==> config.mk <==
export PLATFORM = sky130hd
export DESIGN_NAME = s2p_symbol_packer
export DESIGN_NICKNAME = d
export VERILOG_FILES = /design/src/rtl/s2p_pkg.sv /design/src/rtl/s2p_gray2bin.sv /design/src/rtl/s2p_symbol_packer.sv
export SDC_FILE = /design/constraint.sdc
export NUM_CORES = 1
export LEC_CHECK = 0
export ABC_AREA = 1
export CORE_MARGIN = 2
export CORE_UTILIZATION = 41
export CTS_CLUSTER_DIAMETER = 200
export DETAILED_ROUTE_END_ITERATION = 16
export DONT_BUFFER_PORTS = 1
export SYNTH_ARGS = -nofsm -noshare
export SYNTH_HDL_FRONTEND = slang
export SYNTH_SLANG_ARGS = --single-unit
export TNS_END_PERCENT = 10
==> constraint.sdc <==
create_clock -name clock -period 1.9 [get_ports clock]
set_clock_uncertainty 0.05 [all_clocks]
set_input_delay 0.475 -clock clock [delete_from_list [all_inputs] [get_ports clock]]
set_output_delay 0.475 -clock clock [all_outputs]
set_load 0.01 [all_outputs]
==> src/rtl/s2p_pkg.sv <==
// s2p_pkg: shared constants and Gray-to-binary helper for the QAM
// serial-to-parallel symbol packer.
package s2p_pkg;

    localparam int unsigned S2P_MAX_BITS = 8;
    localparam int unsigned S2P_CNT_W    = 3;
    localparam int unsigned S2P_MAX_HW   = S2P_MAX_BITS / 2;

    // Gray to binary over the widest half; narrower halves are zero-extended
    // at the MSB end, which leaves the lower result bits unchanged.
    function automatic logic [S2P_MAX_HW-1:0] gray2bin(input logic [S2P_MAX_HW-1:0] g);
        logic [S2P_MAX_HW-1:0] b;
        b[S2P_MAX_HW-1] = g[S2P_MAX_HW-1];
        for (int unsigned j = 1; j < S2P_MAX_HW; j++) begin
            b[S2P_MAX_HW-1-j] = b[S2P_MAX_HW-j] ^ g[S2P_MAX_HW-1-j];
        end
        return b;
    endfunction

endpackage

==> src/rtl/s2p_gray2bin.sv <==
// s2p_gray2bin: combinational Gray-to-binary converter for one symbol half.
module s2p_gray2bin
    import s2p_pkg::*;
#(
    parameter int unsigned HW = 2
) (
    input  logic [HW-1:0] gray,
    output logic [HW-1:0] bin
);

    logic [S2P_MAX_HW-1:0] gray_ext;
    logic [S2P_MAX_HW-1:0] bin_ext;

    // Widen to the package function width, convert, and narrow back.
    always_comb begin
        gray_ext         = '0;
        gray_ext[HW-1:0] = gray;
        bin_ext          = gray2bin(gray_ext);
        bin              = bin_ext[HW-1:0];
    end

endmodule

==> src/rtl/s2p_symbol_packer.sv <==
// s2p_symbol_packer: collects BITS_PER_SYM serial bits, splits the word into
// I (upper half) and Q (lower half) and holds it in a one-deep valid/ready
// output register. Define S2P_GRAY_DECODE_EN to Gray-decode each half
// before it is loaded.
module s2p_symbol_packer
    import s2p_pkg::*;
#(
    parameter int unsigned BITS_PER_SYM = 4
) (
    input  logic                      clock,
    input  logic                      reset_n,
    input  logic                      bit_in,
    input  logic                      bit_valid,
    input  logic                      frame_sync,
    output logic [BITS_PER_SYM/2-1:0] sym_i,
    output logic [BITS_PER_SYM/2-1:0] sym_q,
    output logic                      sym_valid,
    input  logic                      sym_ready,
    output logic [S2P_CNT_W-1:0]      bit_cnt,
    output logic                      overrun,
    input  logic                      overrun_clr
);

    localparam int unsigned HW = BITS_PER_SYM / 2;
    // The partial register never needs the final bit, so it is one bit short.
    localparam int unsigned PW = BITS_PER_SYM - 1;
    localparam logic [S2P_CNT_W-1:0] LAST_CNT = S2P_CNT_W'(BITS_PER_SYM - 1);

    logic [PW-1:0]           part_q;
    logic [PW-1:0]           part_base;
    logic [PW-1:0]           part_d;
    logic [S2P_CNT_W-1:0]    cnt_base;
    logic [S2P_CNT_W-1:0]    cnt_d;
    logic [BITS_PER_SYM-1:0] word;
    logic [HW-1:0]           half_i;
    logic [HW-1:0]           half_q;
    logic                    complete;
    logic                    load;
    logic                    drop;

    // Frame alignment, bit shifting and symbol completion / load decision.
    always_comb begin
        cnt_base  = frame_sync ? '0 : bit_cnt;
        part_base = frame_sync ? '0 : part_q;
        word      = {part_base, bit_in};
        complete  = bit_valid && (cnt_base == LAST_CNT);
        cnt_d     = cnt_base;
        part_d    = part_base;
        if (bit_valid) begin
            if (complete) begin
                cnt_d  = '0;
                part_d = '0;
            end else begin
                cnt_d  = cnt_base + 1'b1;
                part_d = word[PW-1:0];
            end
        end
        load = complete && (!sym_valid || sym_ready);
        drop = complete && !load;
    end

`ifdef S2P_GRAY_DECODE_EN
    s2p_gray2bin #(.HW(HW)) u_gray_i (
        .gray (word[BITS_PER_SYM-1:HW]),
        .bin  (half_i)
    );

    s2p_gray2bin #(.HW(HW)) u_gray_q (
        .gray (word[HW-1:0]),
        .bin  (half_q)
    );
`else
    assign half_i = word[BITS_PER_SYM-1:HW];
    assign half_q = word[HW-1:0];
`endif

    // Bit counter and partial-symbol register.
    always_ff @(posedge clock or negedge reset_n) begin
        if (!reset_n) begin
            bit_cnt <= '0;
            part_q  <= '0;
        end else begin
            bit_cnt <= cnt_d;
            part_q  <= part_d;
        end
    end

    // Output register with valid/ready handshake and sticky overrun flag.
    always_ff @(posedge clock or negedge reset_n) begin
        if (!reset_n) begin
            sym_i     <= '0;
            sym_q     <= '0;
            sym_valid <= 1'b0;
            overrun   <= 1'b0;
        end else begin
            if (load) begin
                sym_i     <= half_i;
                sym_q     <= half_q;
                sym_valid <= 1'b1;
            end else if (sym_valid && sym_ready) begin
                sym_valid <= 1'b0;
            end
            if (drop) begin
                overrun <= 1'b1;
            end else if (overrun_clr) begin
                overrun <= 1'b0;
            end
        end
    end

endmodule

==> results of run 1 <==
[cell families after synthesis]
kind of cell / synth area share [%]
AOI/OAI and AO/OA: 2.24
adders and majority gates: 2.24
and+or+nand+nor: 33.0
DFF: 53.8
xor gates and xnor gates: 1.57
buffers and inverters: 7.18
[through the flow]
step	util [%]	instances
finish	47.4	80
CTS	47.4	80
global placement	44.9	76
detailed placement	44.9	76
floorplan	-	61
global route	47.4	80
[final timing paths]
path / endpoint / cells past startpoint
max in group asynchronous: sym_q[0] / 1
max: part_q[2] / 8
min: overrun / 1
min in group asynchronous: part_q[2] / 1
max reg2reg: part_q[2] / 8
min reg2reg: sym_i[0] / 2
[layer usage]
layer,GRT usage (%),vias to the layer above
li1,-,199
met1,18.8,181
met2,24.6,12
met3,6.52,2
met4,10.0,0
met5,0,-
[placed cells by master, fill, tap and decap left out, drive strengths merged]
| cell | n |
|---|---|
| ha | 1 |
| nand4 | 4 |
| xor2 | 1 |
| inv | 10 |
| clkbuf | 3 |
| nand3 | 5 |
| nand2 | 22 |
| o22ai | 1 |
| dlygate4sd3 | 1 |
| dfrtp | 12 |
| nor2 | 5 |
[final cells by class]
cell class | instances | share of cell area, %
clock buffers | 3 | 3.70
well taps | 15 | 3.08
multi-input cells | 39 | 35.7
inverters | 10 | 6.57
flip-flops and latches | 12 | 49.3
repair buffers | 1 | 1.64
[flip-flops by register name, indices dropped and copies added (netlist names)]
register / cells
overrun: 1
sym_i: 2
part_q: 3
bit_cnt: 3
sym_q: 2
sym_valid: 1
[power by group]
part           switching, mW  leakage, nW  internal (mW)
logic                 0.0268        0.159         0.0160
registers             0.0208        0.161          0.276
clock network         0.0786       0.0138         0.0734
[repair_timing]
action,4_1_cts,5_1_grt
hold buffers,1,0
buffers inserted,0,0
endpoints found under the hold margin,12,0
==> results_dict.tcl, run 1 <==
set metrics [dict create \
    status "finished clean" \
    drv_slew 0 \
    grt_max_degree 13 \
    grt_usage_pct 16.2 \
    multiInputGateArea_um2 218 \
    synth_enable_flop_cells 0 \
    clock-sinks 12 \
    fin_setup_tns_ps 0 \
    path_buf_inv 2 \
    cp_data_arrival_time_ps 1400 \
    powerDensity_nw_per_um2 807 \
    synth_area_um2 558 \
    hold_path.class "input pin to flip-flop" \
    routed.top_layer "met4" \
    cts_resized 0 \
    critPathKind "flip-flop to flip-flop" \
    slew-limit-headroom_pct 64.5 \
    r2r_setup_slack_ps 610 \
    clk_pin_slew_worst_paths_ps 70 \
    ys_top_cells_by_count "nand2_1, dfrtp_1, inv_1" \
    area_delta_synth_final_pct 9.19 \
    seq_area_frac_synth_pct 53.8 \
    async_flop_share_pct 100 \
    tightest_slew_ps 531 \
    startpoint "bit_cnt[1]" \
    cts_buffers 3 \
    maxCapViolCount 0 \
    io_buffers 0 \
    required_ps 2010 \
    worstSetupEndpointType "flip-flop" \
    core_area_um2 1280 \
    htree_levels 1 \
    yosys-top-cells-area "dfrtp_1, nand2_1, inv_1" \
    grt_pass1_wl_um 1680 \
    setup_ws_ps 610 \
    rsz0062_at_grt "false" \
    peakVddDrop_v 0.000449 \
    die_y_um 40.9 \
    gp_congestion 0.786 \
    hold_start "overrun_clr" \
    clk_latency_ps 270 \
    whs_ps 250 \
    synth_seq_cells 12 \
    critPathMaxStageDelay_ps 390 \
    placed_cell_area_um2 577 \
    totalWireLength_um 961 \
    yosys_warnings 0 \
    slowest_stage "dfrtp_1" \
    path_delay_family "simple AND/OR/NAND/NOR gates" \
    critPathLaunchType "flip-flop" \
    cts_buffer_depth 2 \
    drtIter0Drc 6 \
    wl_met1_um 453 \
    yosys_most_used_dff "dfrtp_1" \
    via_per_inst 4.93 \
    antenna_found_initial 0 \
    synth.avg_cell_area_um2 9.15 \
    final-seq-area_um2 300 \
    syn_inst 61 \
    grt_overflow 0 \
    n_fill_cell 135 \
    wl_met2_um 403 \
    root_buffer "clkbuf_4" \
    p_leak_nw 0.335 \
    stdcell_area_um2 609 \
    post-route-min-period_ps 1290 \
    ios 16 \
    rr_startpoint "bit_cnt[1]" \
    ys_types 14 \
    die_x_um 40.9 \
    dp_hpwl_um 749 \
    wl_met3_um 85 \
    fin_crit_sh_pct 67.9 \
    grt_pass1_vias 419 \
    hold_violations 0 \
    fmax_mhz 775 \
    synth_top_cell_area_share_pct 53.8 \
    diodes 0 \
    drive_gt1_share_pct 16.9 \
    synth_fp_nets 69 \
    place_ws_ps 527 \
    cts_tree "yes" \
    crit_fanout 7 \
    post-route-drc-count 0 \
    cp_cell_sequence "inv_1 -> nor2_1 -> ha_1 -> nand2_2 -> inv_4 -> nand2_4 -> nand3_1 -> nand2_1" \
    postRouteAntennaNets 0 \
    die_area_um2 1670 \
    synth_top_area_cell "dfrtp_1" \
    fp-row-count 13 \
    num_vias 394 \
    avgRoutedWirePerCell_um 12.0 \
    fin_total_pwr_mw 0.492 \
    yosysMostFrequentCell "nand2_1" \
    num-nets-final 75 \
    start_util_pct 43.4 \
    setup_violations 0 \
    first_pass_iters 6 \
]
Power figures use the tool's default switching activity.
==> run 2, diff against run 1 <==
Clock period 1.9 ns to 1.2 ns, I/O delays scaled along.
==> results_dict.tcl, run 2 (synthesis gave the netlist of run 1 again) <==
set metrics [dict create \
    status "complete, but fails checks" \
    failed_checks "setup timing" \
    post_cts_buffers 0 \
    slowest_stage "dfrtp_1" \
    drv_slew 0 \
    drive_gt1_share_pct 27.5 \
    core_area_um2 1280 \
    diodes 0 \
    drtIter0Drc 4 \
    layout_common_cells "nand2_1, dfrtp_1, inv_1" \
    io_buffers 0 \
    stdcell_area_um2 661 \
    cp_cell_sequence "nand2_2 -> inv_1 -> ha_2 -> nand2_2 -> clkinv_4 -> nand2_4 -> nand3_1 -> nand2_1" \
    rr_startpoint "bit_cnt[0]" \
    whs_path_depth 1 \
    totalWireLength_um 999 \
    intPower_mw 0.663 \
    postRouteAntennaNets 0 \
    grt_usage_pct 14.5 \
    place_ws_ps -32.3 \
    rr_worst_depth 8 \
    hold_start "overrun_clr" \
    powerDensity_nw_per_um2 1330 \
    dp_hpwl_um 745 \
    post-route-drc-count 0 \
    critPathLaunchType "flip-flop" \
    clock-sinks 12 \
    clk_pin_slew_worst_paths_ps 80 \
    path_buf_inv 2 \
    r2r_setup_slack_ps -20 \
    grt_pass1_wl_um 1480 \
    peakVddDrop_v 0.000935 \
    fin_setup_tns_ps -73.1 \
    sw_frac_of_total_pct 24.3 \
    root_buffer "clkbuf_4" \
    die_area_um2 1670 \
    grt_overflow 0 \
    htree_levels 1 \
    tightest_slew_ps 548 \
    setup_violations 5 \
    setup_ws_ps -23.2 \
    via_per_inst 4.69 \
    required_ps 1350 \
    avgRoutedWirePerCell_um 11.9 \
    num-nets-final 78 \
    fin_crit_sh_pct 102 \
    clk_latency_ps 270 \
    cts_buffer_depth 2 \
    worstSetupEndpointType "flip-flop" \
    gp_congestion 0.724 \
    worstReg2RegEnd "part_q[1]" \
    whs_endpoint "overrun" \
    n_fill_cell 125 \
    first_pass_iters 2 \
    path_common_cell "nand2_2" \
    post-route-min-period_ps 1220 \
    p_leak_nw 0.353 \
    area_delta_synth_final_pct 18.4 \
    grt_max_degree 13 \
    antenna_found_initial 0 \
    mostFrequentLayoutCell "nand2_1" \
    die_x_um 40.9 \
    pwr-share-clk_pct 35.7 \
    die_y_um 40.9 \
    p_comb_share_pct 11.0 \
    rsz0062_at_grt "true" \
    maxCapViolCount 0 \
    critPathKind "flip-flop to flip-flop" \
    hold_path.class "input pin to flip-flop" \
    fp-row-count 13 \
    critPathMaxStageDelay_ps 400 \
    grt_pass1_vias 362 \
    start_util_pct 43.4 \
    worst-path-stages 8 \
    crit_fanout 7 \
    cts_buffers 3 \
    path_delay_family "flip-flops" \
    num_vias 394 \
    cp_data_arrival_time_ps 1380 \
    reg.largest.list "bit_cnt x3, part_q x3" \
    placed_cell_area_um2 599 \
    sequentialPowerShare_pct 53.3 \
    cts_tree "yes" \
    fmax_mhz 818 \
    ios 16 \
    p_sw_mw 0.213 \
    hold_violations 0 \
    slew-limit-headroom_pct 63.3 \
]
## run 2: layout make-up
| class | instances | area (µm²) | area share, % |
|---|---|---|---|
| clock buffers | 4 | 36.3 | 5.49 |
| inverters | 10 | 42.5 | 6.44 |
| multi-input cells | 39 | 230 | 34.8 |
| flip-flops and latches | 12 | 300 | 45.5 |
| well taps | 15 | 18.8 | 2.84 |
| repair buffers | 4 | 32.5 | 4.92 |
## run 2: worst register-to-register path, delay by kind of cell, from the launching register on
family / cells / cell delay [ps]
adders and majority gates: 1 / 180
buffers and inverters: 2 / 130
DFF: 1 / 400
and+or+nand+nor: 5 / 390
## run 2: what timing repair did
item / 4_1_cts / 5_1_grt
endpoints found under the hold margin: 12 / 0
hold buffers: 1 / 0
pin swaps: 3 / 0
gates resized for setup: 2 / 4
setup endpoints to repair: 9 / 10
## run 2: power by group through the flow
| stage | clock network (mW) | logic [mW] | registers, mW |
|---|---|---|---|
| finish | 0.313 | 0.0967 | 0.466 |
| global route | 0.337 | 0.112 | 0.471 |
| CTS | 0.322 | 0.0952 | 0.466 |
| detailed placement | 0 | 0.0814 | 0.474 |
| global placement | 0 | 0.0796 | 0.472 |
| floorplan | 0 | 0.0503 | 0.474 |
## run 2: how the worst max path moves through the flow
stage                     from         to  slack [ps]
floorplan           bit_cnt[1]   sym_q[0]          20
global placement    bit_cnt[1]  part_q[1]          10
detailed placement  bit_cnt[1]  part_q[0]         -30
CTS                 bit_cnt[1]   sym_q[0]         -30
global route        bit_cnt[0]  part_q[1]        -100
finish              bit_cnt[0]  part_q[1]         -20
## run 2: metal layers
metal | GRT usage [%] | part of all wire [%]
met3 | 11.4 | 10
met5 | 0 | 0
met4 | 2.50 | 0.60
met2 | 21.1 | 46
met1 | 16.8 | 43
## run 2: through the flow
step | utilization, % | hold slack, ps | std cells | power [mW]
after floorplan | - | -45.6 | 61 | 0.525
after global placement | 46.6 | -45.3 | 79 | 0.551
after detailed placement | 46.6 | -45.3 | 79 | 0.555
after CTS | 50.6 | 72.8 | 84 | 0.883
after global routing | 51.4 | 61.6 | 84 | 0.920
final | 51.4 | 74.4 | 84 | 0.876
==> run 3, diff against run 2 <==
Settings changed: SETUP_SLACK_MARGIN set to 0.5, SKIP_CTS_REPAIR_TIMING set to 1.
==> results_dict.tcl, run 3 (synthesis gave the netlist of run 1 again) <==
set metrics [dict create \
    critPathLaunchType "flip-flop" \
    p_leak_nw 0.359 \
    fp-row-count 13 \
    area_delta_synth_final_pct 18.8 \
    powerDensity_nw_per_um2 1320 \
    required_ps 1320 \
    setup_ws_ps -36.7 \
    worstSetupEndpointType "flip-flop" \
    setup_violations 8 \
    rsz0062_at_grt "true" \
    dp_cells 79 \
    clock-sinks 12 \
    cp_data_arrival_time_ps 1350 \
    fmax_mhz 809 \
    cts_buffers 3 \
    die_y_um 40.9 \
    failed_checks "setup timing" \
    ios 16 \
    postRouteAntennaNets 0 \
    io_buffers 0 \
    n_fill_cell 123 \
    diodes 0 \
    whs_ps 73.2 \
    place_ws_ps -24.2 \
    grt_max_degree 13 \
    instances_no_fill 85 \
    num_vias 404 \
    pwr-share-clk_pct 35.9 \
    intPower_mw 0.665 \
    die_area_um2 1670 \
    via_per_inst 4.75 \
    sw_frac_of_total_pct 24.1 \
    layout_common_cells "nand2_1, dfrtp_1, inv_1" \
    avgRoutedWirePerCell_um 11.2 \
    root_buffer "clkbuf_4" \
    grt_pass1_wl_um 1520 \
    drtIter0Drc 4 \
    grt_overflow 0 \
    clk_pin_slew_worst_paths_ps 70 \
    core_area_um2 1280 \
    status "complete, but fails checks" \
    tightest_slew_ps 530 \
    num-nets-final 79 \
    start_util_pct 43.4 \
    grt_usage_pct 14.8 \
    peakVddDrop_v 0.000730 \
    fin_crit_sh_pct 103 \
    post-route-min-period_ps 1240 \
    crit_fanout 7 \
    post-route-drc-count 0 \
    p_sw_mw 0.211 \
    drive_gt1_share_pct 28.6 \
    cts_buffer_depth 2 \
    reg.largest.list "bit_cnt x3, part_q x3" \
    hold_violations 0 \
    maxCapViolCount 0 \
    slew-limit-headroom_pct 64.5 \
    cts_tree "yes" \
    mostFrequentLayoutCell "nand2_1" \
    drv_slew 0 \
    grt_pass1_vias 358 \
    clk_latency_ps 270 \
    htree_levels 1 \
    hold_path.class "input pin to flip-flop" \
    critPathKind "flip-flop to flip-flop" \
    p_comb_share_pct 11.0 \
    antenna_found_initial 0 \
    totalWireLength_um 955 \
    first_pass_iters 2 \
    gp_congestion 0.710 \
    fin_setup_tns_ps -165 \
    dp_hpwl_um 721 \
    die_x_um 40.9 \
    sequentialPowerShare_pct 53.1 \
]
run 3: power groups by stage:
stage	combinational, mW	clock (mW)	sequential, mW
floorplan	0.0503	0	0.474
CTS	0.0827	0.329	0.466
finish	0.0967	0.315	0.465
global route	0.109	0.353	0.469
detailed placement	0.0823	0	0.472
global placement	0.0797	0	0.472
run 3: final cells by class:
cell class | count | area [µm²] | share of cell area [%]
flip-flops and latches | 12 | 300 | 45.3
multi-input cells | 39 | 228 | 34.3
repair buffers | 5 | 40.0 | 6.04
inverters | 10 | 40.0 | 6.04
clock buffers | 4 | 36.3 | 5.47
well taps | 15 | 18.8 | 2.83
run 3: per-layer routing:
layer	wire (µm)	track usage [%]
met4	25	12.5
met5	0	0
met1	432	17.7
met2	413	19.9
met3	83	6.52
run 3: path summary, 6_finish.rpt:
kind	startpoint	end	slack (ps)	cells past startpoint
max	bit_cnt[1]	sym_i[1]	-40	8
min reg2reg	sym_q[0]	sym_q[0]	500	2
max in group asynchronous	reset_n	sym_q[0]	360	1
max reg2reg	bit_cnt[1]	sym_i[1]	-40	8
min in group asynchronous	reset_n	part_q[1]	390	1
min	overrun_clr	overrun	70	1
run 3: metrics by stage:
| step | total power, mW | util, % | instance area, µm² |
|---|---|---|---|
| CTS | 0.878 | 49.5 | 636 |
| detailed placement | 0.555 | 46.6 | 599 |
| global route | 0.931 | 51.6 | 663 |
| finish | 0.876 | 51.6 | 663 |
| floorplan | 0.525 | - | 558 |
| global placement | 0.552 | 46.6 | 599 |
run 3: worst max-delay path: stages, from the launching register on:
cell and delay [ps]:
dfrtp_1 350, inv_1 50, nor2_2 120, ha_2 190
nand2_2 60, inv_4 100, nand3_4 90, nand2_1 70
nand2_1 50
